$ cat src/rtl/vpu_wb_packer_pkg.sv
// ---------------------------------------------------------------------------
// vpu_wb_packer_pkg : shared widths and FSM encoding for the VPU write-back packer
// Rev 1.0
// ---------------------------------------------------------------------------
`default_nettype none

package vpu_wb_packer_pkg;

   localparam int DATA_W     = 16;
   localparam int LANES      = 4;
   localparam int UB_WORD_W  = DATA_W * LANES;
   localparam int ADDR_W     = 10;
   localparam int FIFO_DEPTH = 8;

   typedef enum logic [1:0] {
      WB_IDLE = 2'd0,
      WB_RUN  = 2'd1,
      WB_DONE = 2'd2
   } wb_state_t;

endpackage

`default_nettype wire

$ cat src/rtl/vpu_wb_packer_if.sv
// ---------------------------------------------------------------------------
// vpu_wb_packer_if : Unified Buffer write port (val/rdy, address, packed word)
// Rev 1.0
// ---------------------------------------------------------------------------
`default_nettype none

interface vpu_wb_packer_if #(
   parameter int ADDR_W = vpu_wb_packer_pkg::ADDR_W,
   parameter int WORD_W = vpu_wb_packer_pkg::UB_WORD_W
);
   logic              ub_wr_val;
   logic              ub_wr_rdy;
   logic [ADDR_W-1:0] ub_wr_addr;
   logic [WORD_W-1:0] ub_wr_data;

   modport master (
      output ub_wr_val,
      output ub_wr_addr,
      output ub_wr_data,
      input  ub_wr_rdy
   );

   modport slave (
      input  ub_wr_val,
      input  ub_wr_addr,
      input  ub_wr_data,
      output ub_wr_rdy
   );
endinterface

`default_nettype wire

$ cat src/rtl/vpu_wb_packer_sync_fifo.sv
// ---------------------------------------------------------------------------
// vpu_wb_packer_sync_fifo : single-clock FIFO, push accepted on full when popping
// Rev 1.0
// ---------------------------------------------------------------------------
`default_nettype none

module vpu_wb_packer_sync_fifo #(
   parameter int WIDTH = 16,
   parameter int DEPTH = 8
) (
   input  wire logic             clk,
   input  wire logic             rst,
   input  wire logic             flush_i,
   input  wire logic             push_i,
   input  wire logic             pop_i,
   input  wire logic [WIDTH-1:0] din_i,
   output logic                  full_o,
   output logic                  empty_o,
   output logic [WIDTH-1:0]      head_o
);

   localparam int PTR_W = $clog2(DEPTH);

   logic [WIDTH-1:0] mem_q [DEPTH];
   logic [PTR_W-1:0] wr_ptr_q;
   logic [PTR_W-1:0] rd_ptr_q;
   logic [PTR_W:0]   cnt_q;
   logic             do_push;
   logic             do_pop;

   assign full_o  = (cnt_q == (PTR_W+1)'(DEPTH));
   assign empty_o = (cnt_q == '0);
   assign head_o  = mem_q[rd_ptr_q];
   assign do_pop  = pop_i & ~empty_o;
   assign do_push = push_i & (~full_o | do_pop);

   always_ff @(posedge clk) begin
      if (do_push) begin
         mem_q[wr_ptr_q] <= din_i;
      end
   end

   always_ff @(posedge clk) begin
      if (rst || flush_i) begin
         wr_ptr_q <= '0;
         rd_ptr_q <= '0;
         cnt_q    <= '0;
      end else begin
         if (do_push) wr_ptr_q <= wr_ptr_q + PTR_W'(1);
         if (do_pop)  rd_ptr_q <= rd_ptr_q + PTR_W'(1);
         case ({do_push, do_pop})
            2'b10:   cnt_q <= cnt_q + (PTR_W+1)'(1);
            2'b01:   cnt_q <= cnt_q - (PTR_W+1)'(1);
            default: cnt_q <= cnt_q;
         endcase
      end
   end

endmodule

`default_nettype wire

$ cat src/rtl/vpu_wb_packer.sv
// ---------------------------------------------------------------------------
// vpu_wb_packer : deskews four VPU lanes and writes packed 64b rows to the UB
// Rev 1.0
// ---------------------------------------------------------------------------
`default_nettype none

module vpu_wb_packer #(
   parameter int DATA_W     = vpu_wb_packer_pkg::DATA_W,
   parameter int ADDR_W     = vpu_wb_packer_pkg::ADDR_W,
   parameter int LANES      = vpu_wb_packer_pkg::LANES,
   parameter int FIFO_DEPTH = vpu_wb_packer_pkg::FIFO_DEPTH
) (
   input  wire logic                    clk,
   input  wire logic                    rst,
   input  wire logic                    start,
   input  wire logic [ADDR_W-1:0]       base_addr,
   input  wire logic [ADDR_W-1:0]       row_count,
   input  wire logic [LANES*DATA_W-1:0] lane_data,
   input  wire logic [LANES-1:0]        lane_valid,
   vpu_wb_packer_if.master              ub,
   output logic                         busy,
   output logic                         done,
   output logic                         overflow
);

   import vpu_wb_packer_pkg::*;

   wb_state_t                state_q;
   logic [ADDR_W-1:0]        base_q;
   logic [ADDR_W-1:0]        count_q;
   logic [ADDR_W-1:0]        wr_cnt_q;
   logic                     overflow_q;

   logic [LANES-1:0]         fifo_empty;
   logic [LANES-1:0]         fifo_full;
   logic [LANES*DATA_W-1:0]  fifo_heads;
   logic [LANES-1:0]         push;
   logic [LANES-1:0]         drop;
   logic                     run;
   logic                     flush;
   logic                     wr_val;
   logic                     wr_fire;

   assign run     = (state_q == WB_RUN);
   assign flush   = (state_q == WB_DONE);
   assign wr_val  = run & ~|fifo_empty;
   assign wr_fire = wr_val & ub.ub_wr_rdy;
   assign push    = lane_valid & {LANES{run}};
   // A full lane only loses data when the row isn't being drained this cycle.
   assign drop    = push & fifo_full & {LANES{~wr_fire}};

   generate
      for (genvar gi = 0; gi < LANES; gi++) begin : g_lane
         vpu_wb_packer_sync_fifo #(
            .WIDTH (DATA_W),
            .DEPTH (FIFO_DEPTH)
         ) u_fifo (
            .clk     (clk),
            .rst     (rst),
            .flush_i (flush),
            .push_i  (push[gi]),
            .pop_i   (wr_fire),
            .din_i   (lane_data[gi*DATA_W +: DATA_W]),
            .full_o  (fifo_full[gi]),
            .empty_o (fifo_empty[gi]),
            .head_o  (fifo_heads[gi*DATA_W +: DATA_W])
         );
      end
   endgenerate

   assign ub.ub_wr_val  = wr_val;
   assign ub.ub_wr_addr = wr_val ? (base_q + wr_cnt_q) : '0;
   assign ub.ub_wr_data = wr_val ? fifo_heads : '0;
   assign busy          = (state_q != WB_IDLE);
   assign done          = (state_q == WB_DONE);
   assign overflow      = overflow_q;

   always_ff @(posedge clk) begin
      if (rst) begin
         state_q    <= WB_IDLE;
         base_q     <= '0;
         count_q    <= '0;
         wr_cnt_q   <= '0;
         overflow_q <= 1'b0;
      end else begin
         if (|drop) overflow_q <= 1'b1;
         case (state_q)
            WB_IDLE: begin
               if (start) begin
                  base_q   <= base_addr;
                  count_q  <= row_count;
                  wr_cnt_q <= '0;
                  state_q  <= (row_count == '0) ? WB_DONE : WB_RUN;
               end
            end
            WB_RUN: begin
               if (wr_fire) begin
                  wr_cnt_q <= wr_cnt_q + ADDR_W'(1);
                  if (wr_cnt_q == count_q - ADDR_W'(1)) state_q <= WB_DONE;
               end
            end
            WB_DONE: state_q <= WB_IDLE;
            default: state_q <= WB_IDLE;
         endcase
      end
   end

endmodule

`default_nettype wire

$ cat src/flat_wrapper.sv
// flat-port wrapper written by rule: the top's interface ports become plain ports
module vpu_wb_packer_flat import vpu_wb_packer_pkg::*;
#(
   parameter int DATA_W     = vpu_wb_packer_pkg::DATA_W,
   parameter int ADDR_W     = vpu_wb_packer_pkg::ADDR_W,
   parameter int LANES      = vpu_wb_packer_pkg::LANES,
   parameter int FIFO_DEPTH = vpu_wb_packer_pkg::FIFO_DEPTH
)
  (clk, rst, start, base_addr, row_count, lane_data, lane_valid, busy, done, overflow, ub_ub_wr_val, ub_ub_wr_addr, ub_ub_wr_data, ub_ub_wr_rdy);
  vpu_wb_packer_if #(.ADDR_W(ADDR_W), .WORD_W(64)) ub_i ();
  input  wire logic clk;
  input  wire logic rst;
  input  wire logic start;
  input  wire logic [ADDR_W-1:0] base_addr;
  input  wire logic [ADDR_W-1:0] row_count;
  input  wire logic [LANES*DATA_W-1:0] lane_data;
  input  wire logic [LANES-1:0] lane_valid;
  output logic busy;
  output logic done;
  output logic overflow;
  output wire logic [$bits(ub_i.ub_wr_val)-1:0] ub_ub_wr_val;
  output wire logic [$bits(ub_i.ub_wr_addr)-1:0] ub_ub_wr_addr;
  output wire logic [$bits(ub_i.ub_wr_data)-1:0] ub_ub_wr_data;
  input wire logic [$bits(ub_i.ub_wr_rdy)-1:0] ub_ub_wr_rdy;
  assign ub_ub_wr_val = ub_i.ub_wr_val;
  assign ub_ub_wr_addr = ub_i.ub_wr_addr;
  assign ub_ub_wr_data = ub_i.ub_wr_data;
  assign ub_i.ub_wr_rdy = ub_ub_wr_rdy;
  vpu_wb_packer #(.DATA_W(DATA_W), .ADDR_W(ADDR_W), .LANES(LANES), .FIFO_DEPTH(FIFO_DEPTH)) u_core (.clk(clk), .rst(rst), .start(start), .base_addr(base_addr), .row_count(row_count), .lane_data(lane_data), .lane_valid(lane_valid), .ub(ub_i), .busy(busy), .done(done), .overflow(overflow));
endmodule
$ cat config.mk
export PLATFORM = sky130hd
export DESIGN_NAME = vpu_wb_packer_flat
export DESIGN_NICKNAME = d
export VERILOG_FILES = /design/src/rtl/vpu_wb_packer_pkg.sv /design/src/rtl/vpu_wb_packer_if.sv /design/src/rtl/vpu_wb_packer_sync_fifo.sv /design/src/rtl/vpu_wb_packer.sv /design/src/flat_wrapper.sv
export SDC_FILE = /design/constraint.sdc
export NUM_CORES = 1
export LEC_CHECK = 0
export CORE_MARGIN = 3
export CORE_UTILIZATION = 55
export CTS_CLUSTER_DIAMETER = 120
export DETAILED_ROUTE_END_ITERATION = 16
export PLACE_DENSITY = 0.85
export SLEW_MARGIN = 20
export SYNTH_ARGS = -nofsm -noshare
export SYNTH_HDL_FRONTEND = slang
export SYNTH_SLANG_ARGS = --single-unit
$ cat constraint.sdc
create_clock -name clk -period 4.15 [get_ports clk]
set_input_delay 1.0375 -clock clk [delete_from_list [all_inputs] [get_ports clk]]
set_output_delay 1.0375 -clock clk [all_outputs]
set_load 0.05 [all_outputs]
==> Yosys cells after proc, flatten, opt, wreduce, memory -nomap -nowiden <==
Memory sizes are Yosys's and may differ from the RTL's. A register that Yosys moved wholly into a read port is not among the register bits.
Cells that the tools add are included.
W data, S select, Z words.
{ "word_totals": {"rom_bits": 0, "ff_bits": 73, "memories": 4, "inputBits": 92, "latch_bits": 0, "ram_bits": 512, "out_inout_bits": 78} }
{ "mem_list": {"columns": ["name", "words", "word_bits", "rd", "rd_ports_with_merged_regs", "write_ports", "line_no", "source"], "rows": [
  ["u_core.g_lane[0].u_fifo.mem_q", 8, 16, 1, 1, 1, "vpu_wb_packer_sync_fifo.sv:24", "logic [WIDTH-1:0] mem_q [DEPTH];"],
  ["u_core.g_lane[1].u_fifo.mem_q", 8, 16, 1, 1, 1, "vpu_wb_packer_sync_fifo.sv:24", null],
  ["u_core.g_lane[2].u_fifo.mem_q", 8, 16, 1, 1, 1, "vpu_wb_packer_sync_fifo.sv:24", null],
  ["u_core.g_lane[3].u_fifo.mem_q", 8, 16, 1, 1, 1, "vpu_wb_packer_sync_fifo.sv:24", null]
]} }
{ "op_classes": {"add_sub_neg": 19, "n_eq_ne": 18, "reduce_logical": 19, "magnitude_cmp": 0, "div": 0, "multipliers": 0, "muxes": 30, "bitwise_logic": 26, "shifts": 0} }
{ "ops": {"columns": ["operator", "n"], "rows": [
  ["$mux W64", 1],
  ["$pmux W4 S2", 4],
  ["$mux W10", 3],
  ["$add A3 B1 Y3 const B", 8],
  ["$mux W3", 8],
  ["$pmux W10 S2", 1],
  ["$add A4 B1 Y4 const B", 4],
  ["$eq A4 B4 Y1 const B", 4],
  ["$logic_not A4 Y1", 4],
  ["$sub A4 B1 Y4 const B", 4],
  ["$and A4 B4 Y4", 3],
  ["$reduce_bool A2 Y1", 6],
  ["$add A10 B1 Y10 const B", 1],
  ["$add A10 B10 Y10", 1],
  ["$and A1 B1 Y1", 10],
  ["$eq A10 B10 Y1", 1],
  ["$eq A2 B1 Y1 const B", 5],
  ["$eq A2 B2 Y1 const B", 5],
  ["$logic_not A10 Y1", 1],
  ["$sub A10 B1 Y10 const B", 1],
  ["$not A1 Y1", 9],
  ["$mux W1", 8],
  ["$mux W2", 4],
  ["$reduce_or A4 Y1", 2],
  ["8 further kinds", 14]
]} }

==> Longest topological paths before layout <==
Gate-level depths: netlist of the first run.
{ "depth": {"ltp_word": 10, "mapped_depth": 12, "depth_no_buf": 10} }

==> Cells and area by module <==
From an unflattened synthesis of the first run, not the netlist that was laid out.
{ "hier_totals": {"hier_cells": 1425, "hier_area_um2": 24743.7} }
{ "by_module_without_submodules": {"columns": ["mod", "seq_area_each_um2", "cells_each", "area_each_um2", "n_inst"], "rows": [
  ["vpu_wb_packer_sync_fifo", 4103.9, 270, 5545.3, 4],
  ["vpu_wb_packer", 660.6, 345, 2562.5, 1]
]} }

==> Worst setup path after synthesis of the first run <==
Ideal clock, no wire load.
{ "synth_path": {"path_type": "register -> output", "from": "register u_core.wr_cnt_q[0]", "to": "output port ub_ub_wr_addr[8]", "path_slack_ps": -1, "path_stages_with_launch": 9, "arrival_ps": 3113, "path_cell_list": "dfxtp_1 > ha_1 > fa_1 > a21o_1 > a21oi_1 > o21bai_1 > a2111oi_0 > nor3_1 > nor3_1"} }
{ "synth_between": {"elab_chain_cells": 2} }
{ "synth_rtl": {"columns": ["item", "line_no", "source"], "rows": [
  ["start, declared", "vpu_wb_packer.sv:31", "logic [ADDR_W-1:0] wr_cnt_q;"],
  ["start signal, assigned", "vpu_wb_packer.sv:98", "wr_cnt_q <= wr_cnt_q + ADDR_W'(1);"],
  ["$add A10 B10 Y10", "vpu_wb_packer.sv:72", "assign ub.ub_wr_addr = wr_val ? (base_q + wr_cnt_q) : '0;"],
  ["$mux W10", "vpu_wb_packer.sv:72", null],
  ["end, declared", "flat_wrapper.sv:22", "output wire logic [$bits(ub_i.ub_wr_addr)-1:0] ub_ub_wr_addr;"]
]} }
Every way passes these cells.

==> Worst setup path after layout of the first run <==
Ends and elaborated chain as after synthesis.

==> results_dict.tcl, run 1 <==
set metrics [dict create \
    power.density_nw_per_um2 412 \
    synthTopCellsByArea "edfxtp_1 64%, mux4_2 12%, dfxtp_1 7.1%" \
    hold_viol 0 \
    seqCellArea_um2 17100 \
    crit_arrival_ns 2.95 \
    criticalPathCategory "reg2out" \
    nNetsFinal 1718 \
    num_rows 75 \
    numCtsBuffers 57 \
    yosys.area.top_type "edfxtp_1" \
    cts_tree "done" \
    ys_warn_count 0 \
    core_um2 42600 \
    ant_nets 0 \
    start_kind "register" \
    route.detailed.drc 0 \
    required_ns 3.11 \
    layout-drive-gt1-share_pct 24.1 \
    holdCritStartpoint "u_core.base_q[6]" \
    gp_congestion 0.814 \
    wirelength_um 49000 \
    synthFlopType "edfxtp_1" \
    insertion_delay_ns 0.60 \
    fin_ws_ns 0.162 \
    clk_pin_slew_ns 0.06 \
    cap_violations 0 \
    dr.pass1.iters 5 \
    cts.sinks 597 \
    reg2reg_from "u_core.state_q[0]" \
    place_area_um2 26900 \
    syn_inst 1384 \
    p_leak_nw 9.29 \
    start_util_pct 56.5 \
    wl_per_cell_um 22.0 \
    nFillCells 2812 \
    die_area_um2 46300 \
    final_core_util_pct 67.4 \
    clk_path_buf_depth 3 \
    root_buffer "clkbuf_16" \
    final_cells 2223 \
    setup_viol 0 \
    ys_types 62 \
    io-pin-count 170 \
    rsz0062_at_grt "no" \
    stdcell_area_um2 28700 \
    synth_edf_count 512 \
    path_max_fanout 6 \
    whs_ns 0.464 \
    area_growth_pct 19.5 \
    cp-end-kind "output pin" \
    die_w_um 215 \
    grt_start_max_net_pins 33 \
    yosys.area.top_type_share_pct 63.9 \
    max_freq_mhz 251 \
    dpl.hpwl_um 29100 \
    startpoint "u_core.wr_cnt_q[0]" \
    synth_nets 1500 \
    period_needed_ns 3.99 \
    ys_ff_latch 597 \
    drt_iter0_markers 994 \
    drv_slew 0 \
    worst_slew_pin_slew_ns 0.841 \
    ys_seq_area_share_pct 71.0 \
    syn_area_um2 24100 \
    grt_usage_pct 21.3 \
    setup_tns_ns 0 \
    pre_cts_slack_ns 0.428 \
    skew_ns 0.0230 \
    port_buffers 169 \
    relSlewSlack_pct 43.8 \
    totalPowerFinal_mw 11.8 \
    worst_ir_drop_vdd_mv 0.489 \
    async_reset_ff_share_pct 0 \
    period_share_pct 96.1 \
    die_h_um 215 \
    mostFrequentLayoutCell "edfxtp_1" \
    grt_pass1_wl_um 76900 \
    min_path_type "reg2reg" \
    cts_hold_buf 0 \
    syn_avg_cell_area_um2 17.4 \
    multi_input_area_um2 6790 \
    status "complete, no violations" \
    htreeDepth 2 \
    antenna_found_initial 2 \
    via_count 13000 \
    grt-ovfl-total 0 \
    final_cell_mix "512 x edfxtp_1, 141 x nor2_1, 128 x mux4_2" \
    first_global_vias 13500 \
    vias_per_cell 5.83 \
    place_inst 2117 \
]
==> logic make-up (layout without fill, tap and decap cells) <==
group	Yosys count	after routing	share of synthesized area, %
AOI/OAI and AO/OA	90	90	2.48
xor gates and xnor gates	52	52	1.89
adders and majority gates	24	24	1.28
buffers and inverters	79	339	1.46
DFF	597	597	71.0
muxes	206	206	15.2
other	0	1	0
and+or+nand+nor	336	337	6.66
==> where the power goes <==
part	switching, mW	internal (mW)
Clock	2.10	2.74
Combinational	0.228	0.182
Sequential	0.0373	6.57
Total	2.36	9.49
==> flip-flops by register name (all words and copies together) (netlist names), named ones only <==
name,flops
u_core.wr_cnt_q,10
u_core.g_lane.u_fifo.wr_ptr_q,12
u_core.g_lane.u_fifo.rd_ptr_q,12
u_core.base_q,10
u_core.count_q,10
u_core.state_q,2
u_core.g_lane.u_fifo.cnt_q,16
u_core.overflow,1
u_core.g_lane.u_fifo.mem_q,512
==> worst max-delay path: stages (launching register included) <==
cell	delay, ns
dfxtp_2	0.36
ha_1	0.24
fa_2	0.36
a21o_1	0.20
a21oi_2	0.17
o21bai_1	0.11
a2111oi_2	0.44
nor3_1	0.11
nor3_2	0.18
clkbuf_16	0.20
==> routing by layer <==
layer / GRT usage [%] / up-vias / part of all wire, %
li1: - / 5854 / -
met1: 27.7 / 6585 / 40
met2: 36.4 / 423 / 51
met3: 4.45 / 104 / 6.0
met4: 7.09 / 2 / 3.1
met5: 0 / - / 0.027
==> area by class of cell <==
type	count	area share, %
Multi-Input combinational cell	709	23.6
Sequential cell	597	59.5
Tap cell	577	2.51
Clock inverter	28	0.671
Clock buffer	74	5.39
Inverter	9	0.118
Antenna cell	1	0.00871
Timing Repair Buffer	228	8.22
==> synthesized netlist by cell type (16+ instances only) <==
cell type and n:
edfxtp_1 512, nor2_1 141, mux4_2 128, dfxtp_1 85
mux2i_1 78, nand2_1 78, clkbuf_1 41, a21oi_1 37
nor3_1 29, xor2_1 28, xnor2_1 24, buf_2 23
ha_1 23, nand3_1 16
==> timing repair <==
item | CTS | global route
endpoints found under the setup margin | 26 | 2
cloned | 1 | 0
pin swaps | 2 | 2
endpoints found under the hold margin | 0 | 0
gates resized for setup | 2 | 6
setup buffers | 2 | 0
==> path summary, 6_finish.rpt <==
check                                              end  slack, ns  cells after the start
hold / removal                        u_core.base_q[6]       0.46                      2
setup / recovery                      ub_ub_wr_addr[8]       0.16                      9
hold reg to reg                       u_core.base_q[6]       0.46                      2
setup reg to reg  u_core.g_lane[1].u_fifo.mem_q[7][13]       1.57                      8
Power figures use the tool's default switching activity.
==> inputs of run 2 (changes only) <==
--- a/config.mk
+++ b/config.mk
@@ -5,12 +5,10 @@
 export SDC_FILE = /design/constraint.sdc
 export NUM_CORES = 1
 export LEC_CHECK = 0
-export CORE_MARGIN = 3
 export CORE_UTILIZATION = 55
 export CTS_CLUSTER_DIAMETER = 120
 export DETAILED_ROUTE_END_ITERATION = 16
 export PLACE_DENSITY = 0.85
-export SLEW_MARGIN = 20
 export SYNTH_ARGS = -nofsm -noshare
 export SYNTH_HDL_FRONTEND = slang
 export SYNTH_SLANG_ARGS = --single-unit
==> run 2 against run 1 <==
Non-clock buffer count down 4. Total power grew 3.7%. First-iteration DRC count decreased by 13%. Largest power group unchanged. Critical endpoint unchanged. Register-to-register slack about the same. Cell area about the same. Sequential share of layout area is essentially flat. Sequential power barely moved. Worst setup slack hardly changed. Sequential cell count unchanged. Critical path type unchanged. Die area fell by 3.7%. Via count fell by 1.2%.
==> results_dict.tcl, run 2 (synthesis results as in run 1) <==
set metrics [dict create \
    status "complete, no violations" \
    wl_met2_um 24800 \
    area_growth_pct 19.5 \
    route.detailed.drc 0 \
    cts_hold_buf 0 \
    min_path_type "reg2reg" \
    clk_pin_slew_ns 0.06 \
    cap_violations 0 \
    die_area_um2 44600 \
    cts_setup_buffers 0 \
    period_needed_ns 3.99 \
    drv_slew 0 \
    hold_viol 0 \
    relSlewSlack_pct 34.4 \
    highest_layer "met4" \
    first_global_vias 13200 \
    grt_pass1_wl_um 72800 \
    power.density_nw_per_um2 427 \
    grt_usage_pct 21.5 \
    gp_congestion 0.843 \
    hold_depth 2 \
    num_rows 76 \
    die_h_um 211 \
    largest_register "u_core.g_lane.u_fifo.mem_q" \
    wl_met3_um 2450 \
    reg2reg_depth 8 \
    wirelength_um 47600 \
    numCtsBuffers 58 \
    reg2reg_from "u_core.state_q[0]" \
    required_ns 3.11 \
    r2r_setup_slack_ns 1.56 \
    final_cells 2233 \
    worst_ir_drop_vdd_mv 0.433 \
    holdCritStartpoint "u_core.base_q[5]" \
    max_freq_mhz 251 \
    start_util_pct 55.8 \
    setup_viol 0 \
    p_leak_nw 9.71 \
    cts_tree "done" \
    insertion_delay_ns 0.60 \
    port_buffers 169 \
    wl_per_cell_um 21.3 \
    period_share_pct 96.1 \
    criticalPathCategory "reg2out" \
    dr.pass1.iters 5 \
    totalPowerFinal_mw 12.3 \
    ant_nets 0 \
    clk_path_buf_depth 3 \
    mostFrequentLayoutCell "edfxtp_1" \
    via_count 12800 \
    nNetsFinal 1714 \
    worst_slew_pin_slew_ns 0.985 \
    root_buffer "clkbuf_16" \
    grt_start_max_net_pins 53 \
    vias_per_cell 5.74 \
    skew_ns 0.0148 \
    layout-drive-gt1-share_pct 20.6 \
    io-pin-count 170 \
    largest_reg_flops 512 \
    cts.sinks 597 \
    rsz0062_at_grt "no" \
    path_max_fanout 6 \
    setup_tns_ns 0 \
    r2r-end "u_core.g_lane[0].u_fifo.mem_q[4][10]" \
    cp-end-kind "output pin" \
    start_kind "register" \
    reg.largest.list "u_core.g_lane.u_fifo.mem_q (512), u_core.g_lane.u_fifo.cnt_q (16)" \
    dpl.hpwl_um 28100 \
    wl_met1_um 19200 \
    antenna_found_initial 1 \
    htreeDepth 2 \
    final_cell_mix "512 x edfxtp_1, 141 x nor2_1, 128 x mux4_2" \
    min_to "u_core.base_q[5]" \
    grt-ovfl-total 0 \
    core_um2 43100 \
    crit_arrival_ns 2.95 \
    drt_iter0_markers 863 \
    place_inst 2123 \
    die_w_um 211 \
]
## run 2: changes by cell type in the layout (fill, tap and decap cells not counted), sizes merged
cell,delta
dlygate4sd2,+40
bufinv,+5
clkdlybuf4s15,+1
clkdlybuf4s50,-1
inv,+1
clkinv,-3
nand3,-1
dlymetal6s2s,+18
clkinvlp,+3
buf,-61
## run 2: power breakdown
group	switching (mW)	leakage, nW	internal (mW)
clock network	2.16	0.934	3.12
registers	0.0374	5.30	6.56
logic	0.222	3.47	0.182
total	2.42	9.71	9.86
## run 2: layout make-up
class / count / area [um^2]
multi-input cells: 708 / 6790
fillers: 2838 / 14300
flip-flops and latches: 597 / 17100
inverters: 9 / 33.8
clock buffers: 75 / 1580
clock inverters: 34 / 354
repair buffers: 224 / 2170
well taps: 585 / 732
diodes: 1 / 2.50
## run 2: how the worst max path moves through the flow
stage                                startpoint           endpoint  cells after the start
6_report                     u_core.wr_cnt_q[0]   ub_ub_wr_addr[8]                      9
5_1_grt                      u_core.wr_cnt_q[0]   ub_ub_wr_addr[8]                      9
4_1_cts        u_core.g_lane[0].u_fifo.cnt_q[3]  ub_ub_wr_data[41]                      6
3_5_place_dp                 u_core.wr_cnt_q[1]   ub_ub_wr_addr[7]                      8
3_3_place_gp                 u_core.wr_cnt_q[1]   ub_ub_wr_addr[7]                      8
2_1_floorplan                u_core.wr_cnt_q[1]   ub_ub_wr_addr[7]                      7
## run 2: metrics by stage
stage | area [um^2] | hold WS (ns) | utilization (%) | setup slack, ns
after floorplan | 24100 | 0.440 | - | 0.373
after global placement | 26800 | 0.451 | 62.2 | 0.384
after detailed placement | 26800 | 0.454 | 62.2 | 0.299
after CTS | 28700 | 0.462 | 66.6 | 0.000115
after global routing | 28700 | 0.478 | 66.7 | 0.0117
final | 28700 | 0.464 | 66.7 | 0.161
## run 2: repair_timing
| action | in CTS | in global routing |
|---|---|---|
| gates resized for setup | 49 | 24 |
| setup endpoints to repair | 43 | 20 |
| pin swaps | 2 | 0 |
## run 2: worst max-delay path, stage by stage (launching register included)
cell and delay (ns):
dfxtp_1 0.38, ha_1 0.26, fa_1 0.40, a21o_1 0.20
a21oi_2 0.17, o21bai_1 0.13, a2111oi_4 0.34, nor3_1 0.10
nor3_2 0.20, buf_12 0.17
## run 2: routing by layer
metal,vias to the layer above,GRT usage [%]
met4,0,7.95
met1,6510,27.7
li1,5835,-
met5,-,0
met2,375,36.9
met3,89,3.69
==> inputs of run 3 (changes only) <==
--- a/config.mk
+++ b/config.mk
@@ -5,10 +5,10 @@
 export SDC_FILE = /design/constraint.sdc
 export NUM_CORES = 1
 export LEC_CHECK = 0
-export CORE_UTILIZATION = 55
+export CORE_UTILIZATION = 53
 export CTS_CLUSTER_DIAMETER = 120
 export DETAILED_ROUTE_END_ITERATION = 16
-export PLACE_DENSITY = 0.85
+export PLACE_DENSITY = 0.86
 export SYNTH_ARGS = -nofsm -noshare
 export SYNTH_HDL_FRONTEND = slang
 export SYNTH_SLANG_ARGS = --single-unit
==> constraint.sdc (replaced) <==
create_clock -name clk -period 3.57 [get_ports clk]
set_input_delay 0.8925 -clock clk [delete_from_list [all_inputs] [get_ports clk]]
set_output_delay 0.8925 -clock clk [all_outputs]
set_load 0.05 [all_outputs]
==> run 3 against run 2 <==
The run now ends with negative setup slack left. Count of clock-buffer cells in the layout down 12. Critical path depth stayed put. Non-clock buffer count is 16 higher. Global-route usage up 0.18 points. Clock skew up 0.0049 ns. Sequential power up 16%. Utilization grew 0.24 points. Worst setup slack worse by 0.32 ns. Via count grew 2.7%. Clock power grew 16%. First-iteration DRC count grew 6.4%.
==> results_dict.tcl, run 3 (synthesis results as in run 1) <==
set metrics [dict create \
    via_count 13200 \
    max_freq_mhz 268 \
    worst_ir_drop_vdd_mv 0.422 \
    hold_depth 2 \
    antenna_found_initial 1 \
    slowest_stage "a2111oi_4" \
    first_global_vias 13500 \
    clk_path_buf_depth 3 \
    critPathMaxStageDelay_ns 0.39 \
    p_leak_nw 9.63 \
    rsz0062_at_grt "yes" \
    period_share_pct 105 \
    status "complete, but fails checks" \
    cts_hold_buf 0 \
    wl_per_cell_um 22.2 \
    num_rows 77 \
    hold_viol 0 \
    nNetsFinal 1730 \
    cpMostUsedCell "nor3_2" \
    cap_violations 0 \
    r2r-end "u_core.g_lane[2].u_fifo.mem_q[7][3]" \
    period_needed_ns 3.73 \
    cts_tree "done" \
    drt_iter0_markers 918 \
    die_w_um 215 \
    crit_family "compound AO/OA/AOI/OAI gates" \
    die_area_um2 46200 \
    r2r_setup_slack_ns 0.97 \
    dr.pass1.iters 5 \
    power.density_nw_per_um2 479 \
    criticalPathCategory "reg2out" \
    vias_per_cell 5.83 \
    start_kind "register" \
    holdCritStartpoint "u_core.base_q[6]" \
    numCtsBuffers 58 \
    layout-drive-gt1-share_pct 26.9 \
    dpl.hpwl_um 29000 \
    port_buffers 169 \
    cts.sinks 597 \
    skew_ns 0.0197 \
    clk_pin_slew_ns 0.06 \
    gp_congestion 0.835 \
    stdcell_area_um2 29800 \
    root_buffer "clkbuf_16" \
    required_ns 2.68 \
    fin_ws_ns -0.162 \
    cp-end-kind "output pin" \
    mostFrequentLayoutCell "edfxtp_1" \
    place_area_um2 27600 \
    grt_pass1_wl_um 76400 \
    setup_viol 2 \
    reg2reg_from "u_core.state_q[0]" \
    route.detailed.drc 0 \
    crit_arrival_ns 2.84 \
    insertion_delay_ns 0.61 \
    crit_buf_inv 1 \
    reg2reg_depth 8 \
    violations "negative setup slack" \
    nFillCells 2868 \
    min_path_type "reg2reg" \
    largest_reg_flops 512 \
    min_to "u_core.base_q[6]" \
    wirelength_um 50100 \
    core_um2 44500 \
    grt-ovfl-total 0 \
    worst_slew_pin_slew_ns 1.05 \
    reg.largest.list "u_core.g_lane.u_fifo.mem_q (512), u_core.g_lane.u_fifo.cnt_q (16)" \
    whs_ns 0.470 \
    final_core_util_pct 67.0 \
    largest_register "u_core.g_lane.u_fifo.mem_q" \
    area_growth_pct 23.9 \
    start_util_pct 54.0 \
    die_h_um 215 \
    grt_start_max_net_pins 53 \
    grt_usage_pct 21.7 \
    ant_nets 0 \
    relSlewSlack_pct 29.9 \
    io-pin-count 170 \
    final_cell_mix "512 x edfxtp_1, 140 x nor2_1, 128 x mux4_2" \
    htreeDepth 2 \
    path_max_fanout 2 \
    drv_slew 0 \
    crit_chain "ha_4 -> fa_2 -> a21o_1 -> a21oi_2 -> o21bai_2 -> a2111oi_4 -> nor3_2 -> nor3_2 -> buf_12" \
]
[run 3: how the worst max path moves through the flow]
stage | startpoint | endpoint | slack [ns] | depth (start not counted)
after floorplan | u_core.wr_cnt_q[0] | ub_ub_wr_addr[8] | -0.02 | 8
after global placement | u_core.wr_cnt_q[0] | ub_ub_wr_addr[8] | 0.10 | 9
after detailed placement | u_core.wr_cnt_q[0] | ub_ub_wr_addr[8] | 0.09 | 9
after CTS | u_core.wr_cnt_q[0] | ub_ub_wr_addr[8] | -0.13 | 9
after global routing | u_core.base_q[0] | ub_ub_wr_addr[8] | -0.26 | 9
final | u_core.base_q[0] | ub_ub_wr_addr[8] | -0.16 | 9
[run 3: what timing repair did]
item	CTS	global route
gates resized for setup	14	14
buffers inserted	3	8
cloned	2	0
setup endpoints to repair	6	6
pin swaps	7	6
endpoints found under the hold margin	0	0
[run 3: per-stage QoR]
step	setup slack [ns]	power [mW]	setup TNS, ns	instances
after floorplan	-0.0239	8.04	-0.0239	1384
after global placement	0.103	8.26	0	2133
after detailed placement	0.0896	8.29	0	2133
after CTS	-0.127	14.4	-0.127	2246
after global routing	-0.263	14.7	-0.564	2255
final	-0.162	14.3	-0.177	2255
[run 3: report_power, final]
group,total (mW),internal [mW],leakage (nW),switching (mW)
Combinational,0.472,0.212,3.40,0.260
Sequential,7.68,7.63,5.31,0.0448
Clock,6.13,3.54,0.932,2.59
Total,14.3,11.4,9.63,2.90
[run 3: layout make-up]
class                   instances  area [um^2]  area share, %
flip-flops and latches        597        17100           57.3
multi-input cells             708         6870           23.1
repair buffers                240         3120           10.5
clock buffers                  63         1530           5.15
well taps                     592          741           2.49
clock inverters                45          410           1.38
inverters                       9         33.8          0.113
diodes                          1         2.50        0.00840
[run 3: routing by layer]
metal | up-vias | wire (um) | global-route usage (%)
met5 | - | 0 | 0
met4 | 0 | 1110 | 7.14
met3 | 83 | 2600 | 3.58
met2 | 418 | 26400 | 38.4
met1 | 6763 | 20000 | 27.4
li1 | 5887 | - | -
[run 3: tightest hold or removal path, delay by kind of cell (launching register included)]
family | cells | cell delay, ns
AOI/OAI and AO/OA | 1 | 0.06
DFF | 1 | 0.31
and+or+nand+nor | 1 | 0.05
